**src/rtl/pc_fetch_stage_pkg.sv**
```systemverilog
// Shared constants for the fetch stage: datapath width, reset PC, PC step and
// the 3-bit FSM state encodings.
package pc_fetch_stage_pkg;

   localparam int          FETCH_WIDTH    = 16;
   localparam logic [15:0] FETCH_RESET_PC = 16'h0000;
   localparam int          FETCH_PC_STEP  = 2;

   typedef logic [2:0] fetch_state_t;

   localparam fetch_state_t S_BOOT   = 3'd0;
   localparam fetch_state_t S_REQ    = 3'd1;
   localparam fetch_state_t S_WAIT   = 3'd2;
   localparam fetch_state_t S_HOLD   = 3'd3;
   localparam fetch_state_t S_HALTED = 3'd4;

endpackage

```
**src/rtl/pc_fetch_stage_pc_reg.sv**
```systemverilog
// Program-counter register: asynchronous active-low reset to RESET_PC,
// loads d when load is high.
module pc_reg #(
   parameter int               WIDTH    = 16,
   parameter logic [WIDTH-1:0] RESET_PC = '0
) (
   input  logic             clk,
   input  logic             rst_n,
   input  logic             load,
   input  logic [WIDTH-1:0] d,
   output logic [WIDTH-1:0] q
);

   always_ff @(posedge clk or negedge rst_n) begin
      if (!rst_n) begin
         q <= RESET_PC;
      end else if (load) begin
         q <= d;
      end
   end

endmodule

```
**src/rtl/pc_fetch_stage.sv**
```systemverilog
// Fetch sequencer: holds the PC, issues one instruction-memory request per
// instruction, latches the returned word into the IR and hands it to decode.
module pc_fetch_stage
   import pc_fetch_stage_pkg::*;
#(
   parameter int               WIDTH    = FETCH_WIDTH,
   parameter logic [WIDTH-1:0] RESET_PC = WIDTH'(FETCH_RESET_PC),
   parameter logic [WIDTH-1:0] PC_STEP  = WIDTH'(FETCH_PC_STEP)
) (
   input  logic             clk,
   input  logic             rst_n,
   input  logic             stall,
   input  logic             redirect,
   input  logic [WIDTH-1:0] redirect_pc,
   input  logic             halt,
   output logic             imem_req,
   output logic [WIDTH-1:0] imem_addr,
   input  logic             imem_valid,
   input  logic [WIDTH-1:0] imem_rdata,
   output logic [WIDTH-1:0] ir_out,
   output logic [WIDTH-1:0] pc_out,
   output logic [WIDTH-1:0] pc_plus2,
   output logic             ir_valid,
   input  logic             ir_ready,
   output logic             halted,
   output fetch_state_t     dbg_state
);

   // Handshake: decode takes the instruction on a cycle where ir_valid and
   // ir_ready are both high and stall is low. Once raised, ir_valid holds with
   // stable ir_out/pc_out until that handoff or a redirect drops it.

   localparam logic [WIDTH-1:0] ALIGN_MASK = ~WIDTH'(1);

   fetch_state_t     state;
   fetch_state_t     state_n;
   logic             squash;
   logic             squash_n;
   logic             pc_load;
   logic [WIDTH-1:0] pc;
   logic [WIDTH-1:0] pc_d;
   logic [WIDTH-1:0] ir_n;
   logic [WIDTH-1:0] pc_out_n;
   logic             ir_valid_n;
   logic             handoff;
   logic [WIDTH-1:0] target;

   pc_reg #(
      .WIDTH    (WIDTH),
      .RESET_PC (RESET_PC)
   ) u_pc_reg (
      .clk   (clk),
      .rst_n (rst_n),
      .load  (pc_load),
      .d     (pc_d),
      .q     (pc)
   );

   assign handoff = ir_valid & ir_ready & ~stall;
   assign target  = redirect_pc & ALIGN_MASK;

   always_comb begin
      state_n    = state;
      squash_n   = squash;
      pc_load    = 1'b0;
      pc_d       = pc;
      ir_n       = ir_out;
      pc_out_n   = pc_out;
      ir_valid_n = ir_valid;

      case (state)
         S_BOOT: state_n = S_REQ;
         S_REQ:  state_n = S_WAIT;
         S_WAIT: begin
            if (imem_valid) begin
               if (squash) begin
                  squash_n = 1'b0;
                  state_n  = S_REQ;
               end else begin
                  ir_n       = imem_rdata;
                  pc_out_n   = pc;
                  ir_valid_n = 1'b1;
                  pc_load    = 1'b1;
                  pc_d       = pc + PC_STEP;
                  state_n    = S_HOLD;
               end
            end
         end
         S_HOLD: begin
            if (handoff) begin
               ir_valid_n = 1'b0;
               state_n    = halt ? S_HALTED : S_REQ;
            end
         end
         S_HALTED: state_n = S_HALTED;
         default:  state_n = S_BOOT;
      endcase

      // A redirect overrides the normal step; any request already issued
      // (REQ) or still outstanding (WAIT without a response) must be drained
      // before the next request, so squash marks its response as stale.
      if (redirect && state != S_HALTED) begin
         pc_load    = 1'b1;
         pc_d       = target;
         ir_n       = ir_out;
         pc_out_n   = pc_out;
         ir_valid_n = 1'b0;
         case (state)
            S_REQ: begin
               squash_n = 1'b1;
               state_n  = S_WAIT;
            end
            S_WAIT: begin
               squash_n = ~imem_valid;
               state_n  = imem_valid ? S_REQ : S_WAIT;
            end
            default: state_n = S_REQ;
         endcase
         if (halt) begin
            squash_n = 1'b0;
            state_n  = S_HALTED;
         end
      end
   end

   always_ff @(posedge clk or negedge rst_n) begin
      if (!rst_n) begin
         state    <= S_BOOT;
         squash   <= 1'b0;
         ir_out   <= '0;
         pc_out   <= '0;
         ir_valid <= 1'b0;
         imem_req <= 1'b0;
         halted   <= 1'b0;
      end else begin
         state    <= state_n;
         squash   <= squash_n;
         ir_out   <= ir_n;
         pc_out   <= pc_out_n;
         ir_valid <= ir_valid_n;
         imem_req <= (state_n == S_REQ);
         halted   <= (state_n == S_HALTED);
      end
   end

   assign imem_addr = pc;
   assign pc_plus2  = pc_out + PC_STEP;
   assign dbg_state = state;

endmodule

```
**config.mk**
```make
export PLATFORM = sky130hd
export DESIGN_NAME = pc_fetch_stage
export DESIGN_NICKNAME = d
export VERILOG_FILES = /design/src/rtl/pc_fetch_stage_pkg.sv /design/src/rtl/pc_fetch_stage_pc_reg.sv /design/src/rtl/pc_fetch_stage.sv
export SDC_FILE = /design/constraint.sdc
export NUM_CORES = 1
export LEC_CHECK = 0
export ABC_AREA = 1
export CORE_UTILIZATION = 40
export DETAILED_ROUTE_END_ITERATION = 12
export PLACE_DENSITY = 0.79
export RECOVER_POWER = 25
export SLEW_MARGIN = 0
export SYNTH_ARGS = -nofsm -noshare
export SYNTH_HDL_FRONTEND = slang
export SYNTH_HIERARCHICAL = 1
export SYNTH_SLANG_ARGS = --single-unit
```
**constraint.sdc**
```tcl
create_clock -name clk -period 2.35 [get_ports clk]
set_input_delay 0.5875 -clock clk [delete_from_list [all_inputs] [get_ports clk]]
set_output_delay 0.5875 -clock clk [all_outputs]
set_load 0.1 [all_outputs]
```
==> out/qor.yml <==
setup_path:
  cp-end-kind: "output port"
  regToRegStartpoint: "dbg_state[0]"
  startpoint_type: "flop"
  r2r-end: "u_pc_reg/q[14]"
  crit_type: "reg2out"
  cp-startpoint: "pc_out[1]"
  crit_arrival_ns: 1.95
  r2r_cells: 7
  crit_fanout: 4
  rrSetupSlack_ns: 0.56
  worstPathRequired_ns: 1.76
cts:
  clk_pin_slew_ns: 0.10
  cts_tree: "yes"
  clk_latency_ns: 0.31
  cts.sinks: 55
  cts_buffer_depth: 2
  ctsRootBufferMaster: "clkbuf_8"
  cts_htree_levels: 2
  numCtsBuffers: 5
drt:
  m1WireLength_um: 3643
  viasPerCell: 4.852
  highest_layer: "met4"
  drc: 0
  drt_wl_total_um: 8500
  dr.pass1.iters: 4
  wl_met2_um: 4313
  post_drt_wl_per_cell_um: 13.43
  ant_nets: 0
  dr_total_vias: 3071
  wl_met3_um: 335
  drt-initial-drc-count: 164
placed_design:
  io_buffers: 107
  hpwlAfterDp_um: 6369
  placed_area_um2: 4566
  place.gp.congestion: 0.8485
  placedCellCount: 610
floorplan:
  die_y_um: 90.68
  rows: 31
  design.die.area_um2: 8223
  die-width_um: 90.68
  core_um2: 7408
  start_util: 0.4246
  ios: 109
global_routing:
  track_usage: 0.2131
  grt_antenna_before_repair: 0
  grt_pass1_wl_um: 14170
  grt_pass1_vias: 2944
  grt_start_max_net_pins: 30
  overflow: 0
final_layout:
  fin_cells: 633
  final_area_um2: 4828
  antenna_cells: 0
  final_common_cell: "nand2_1"
  area_growth_pct: 53.50
  drive_above_1_share: 0.3258
  layout_common_cells: "168 x nand2_1, 75 x buf_4, 42 x dfrtp_1"
  layout.nets: 574
timing:
  finalHoldViolCount: 0
  fin_crit_sh: 1.082
  min_period_ns: 2.542
  max_slew_margin: 0.1956
  holdWs_ns: 0.4889
  tns_ns: -1.145
  timing.final.ws_setup_ns: -0.1919
  rsz0062_at_grt: "yes"
  tightest_slew_ns: 1.207
  finClkSkew_ns: 0.01263
  fmax_mhz: 393.4
  final-max-slew-violation-count: 0
  setup_violations: 8
run_status:
  status: "finished, violations left"
  violations: "negative setup slack"
synth:
  synth.avg_cell_area_um2: 7.672
  ys_warn_count: 6
  synthTopCellsByArea: "dfrtp_1 44%, nand2_1 21%, nand3_1 4.0%"
  ys_seq_area_frac: 0.4375
  synth_cell_type_count: 32
  synth-seq-cells: 55
  syn_inst: 410
  synth_area_leader_cell: "dfrtp_1"
  synth_nets: 451
  syn_area_um2: 3146
  synth_top_area_frac: 0.4375
min_path:
  hold_path.class: "in2async"
job:
  drv_cap: 0
[worst max-delay path, cell delays in order, from the launching register on]
cell and delay (ns):
dfrtp_4 0.46, buf_4 0.12, nand3_2 0.13, nor2_4 0.18, nand3_4 0.11, buf_4 0.16
nor2_4 0.12, xor2_4 0.18, buf_12 0.19
[area by class of cell]
cell class / count / area (um^2)
Tap cell: 99 / 123.9
Inverter: 38 / 147.6
Sequential cell: 55 / 1415
Clock buffer: 6 / 82.58
Clock inverter: 2 / 38.79
Multi-Input combinational cell: 303 / 1764
Fill cell: 610 / 2580
Timing Repair Buffer: 130 / 1256
[metal layers]
metal / up-vias / GRT usage
met5: - / 0
met2: 94 / 0.3630
met3: 19 / 0.03535
met1: 1431 / 0.2681
li1: 1527 / -
met4: 0 / 0.08468
[registers in the layout, summed over array words and instances, names as in the netlist]
name	flops
squash	1
pc_out	16
u_pc_reg/q	16
ir_out	16
halted	1
imem_req	1
ir_valid	1
dbg_state	3
[timing repair]
action | in CTS | in global routing
cloned | 0 | 0
endpoints found under the setup margin | 8 | 9
pin swaps | 6 | 3
resized for setup | 4 | 3
endpoints found under the hold margin | 0 | 0
hold buffers | 0 | 0
setup buffers | 6 | 9
[Yosys cell counts (all sizes together)]
library cell    n
nand2         183
dfrtp          55
inv            38
nor2           31
nand3          30
o21ai          23
buf            13
xor2            9
nand4           6
a21oi           4
xnor2           4
o211ai          3
a31oi           2
ha              2
nand3b          2
nor3            2
o311ai          2
clkbuf          1
[how the worst max path moves through the flow]
stage | end | slack, ns
2_1_floorplan | pc_plus2[11] | -0.35
3_3_place_gp | ir_out[3] | 0.12
3_5_place_dp | ir_out[13] | 0.009
4_1_cts | pc_plus2[11] | -0.17
5_1_grt | pc_plus2[10] | -0.27
6_report | pc_plus2[10] | -0.19
[cells by family after synthesis]
logic type	Yosys count	share of synthesized area
and+or+nand+nor	254	0.3628
DFF	55	0.4375
buffers and inverters	52	0.09109
AOI/OAI and AO/OA	34	0.06444
xor gates and xnor gates	13	0.03620
adders and majority gates	2	0.007954
[metrics by stage]
stage,util,setup WS [ns]
global placement,0.6163,0.1159
global route,0.6517,-0.2685
floorplan,-,-0.3499
detailed placement,0.6163,0.009246
finish,0.6517,-0.1919
CTS,0.6418,-0.1738
Power is not shown: default switching activity piles up to over one toggle a cycle in this logic, so the estimate is an artifact.
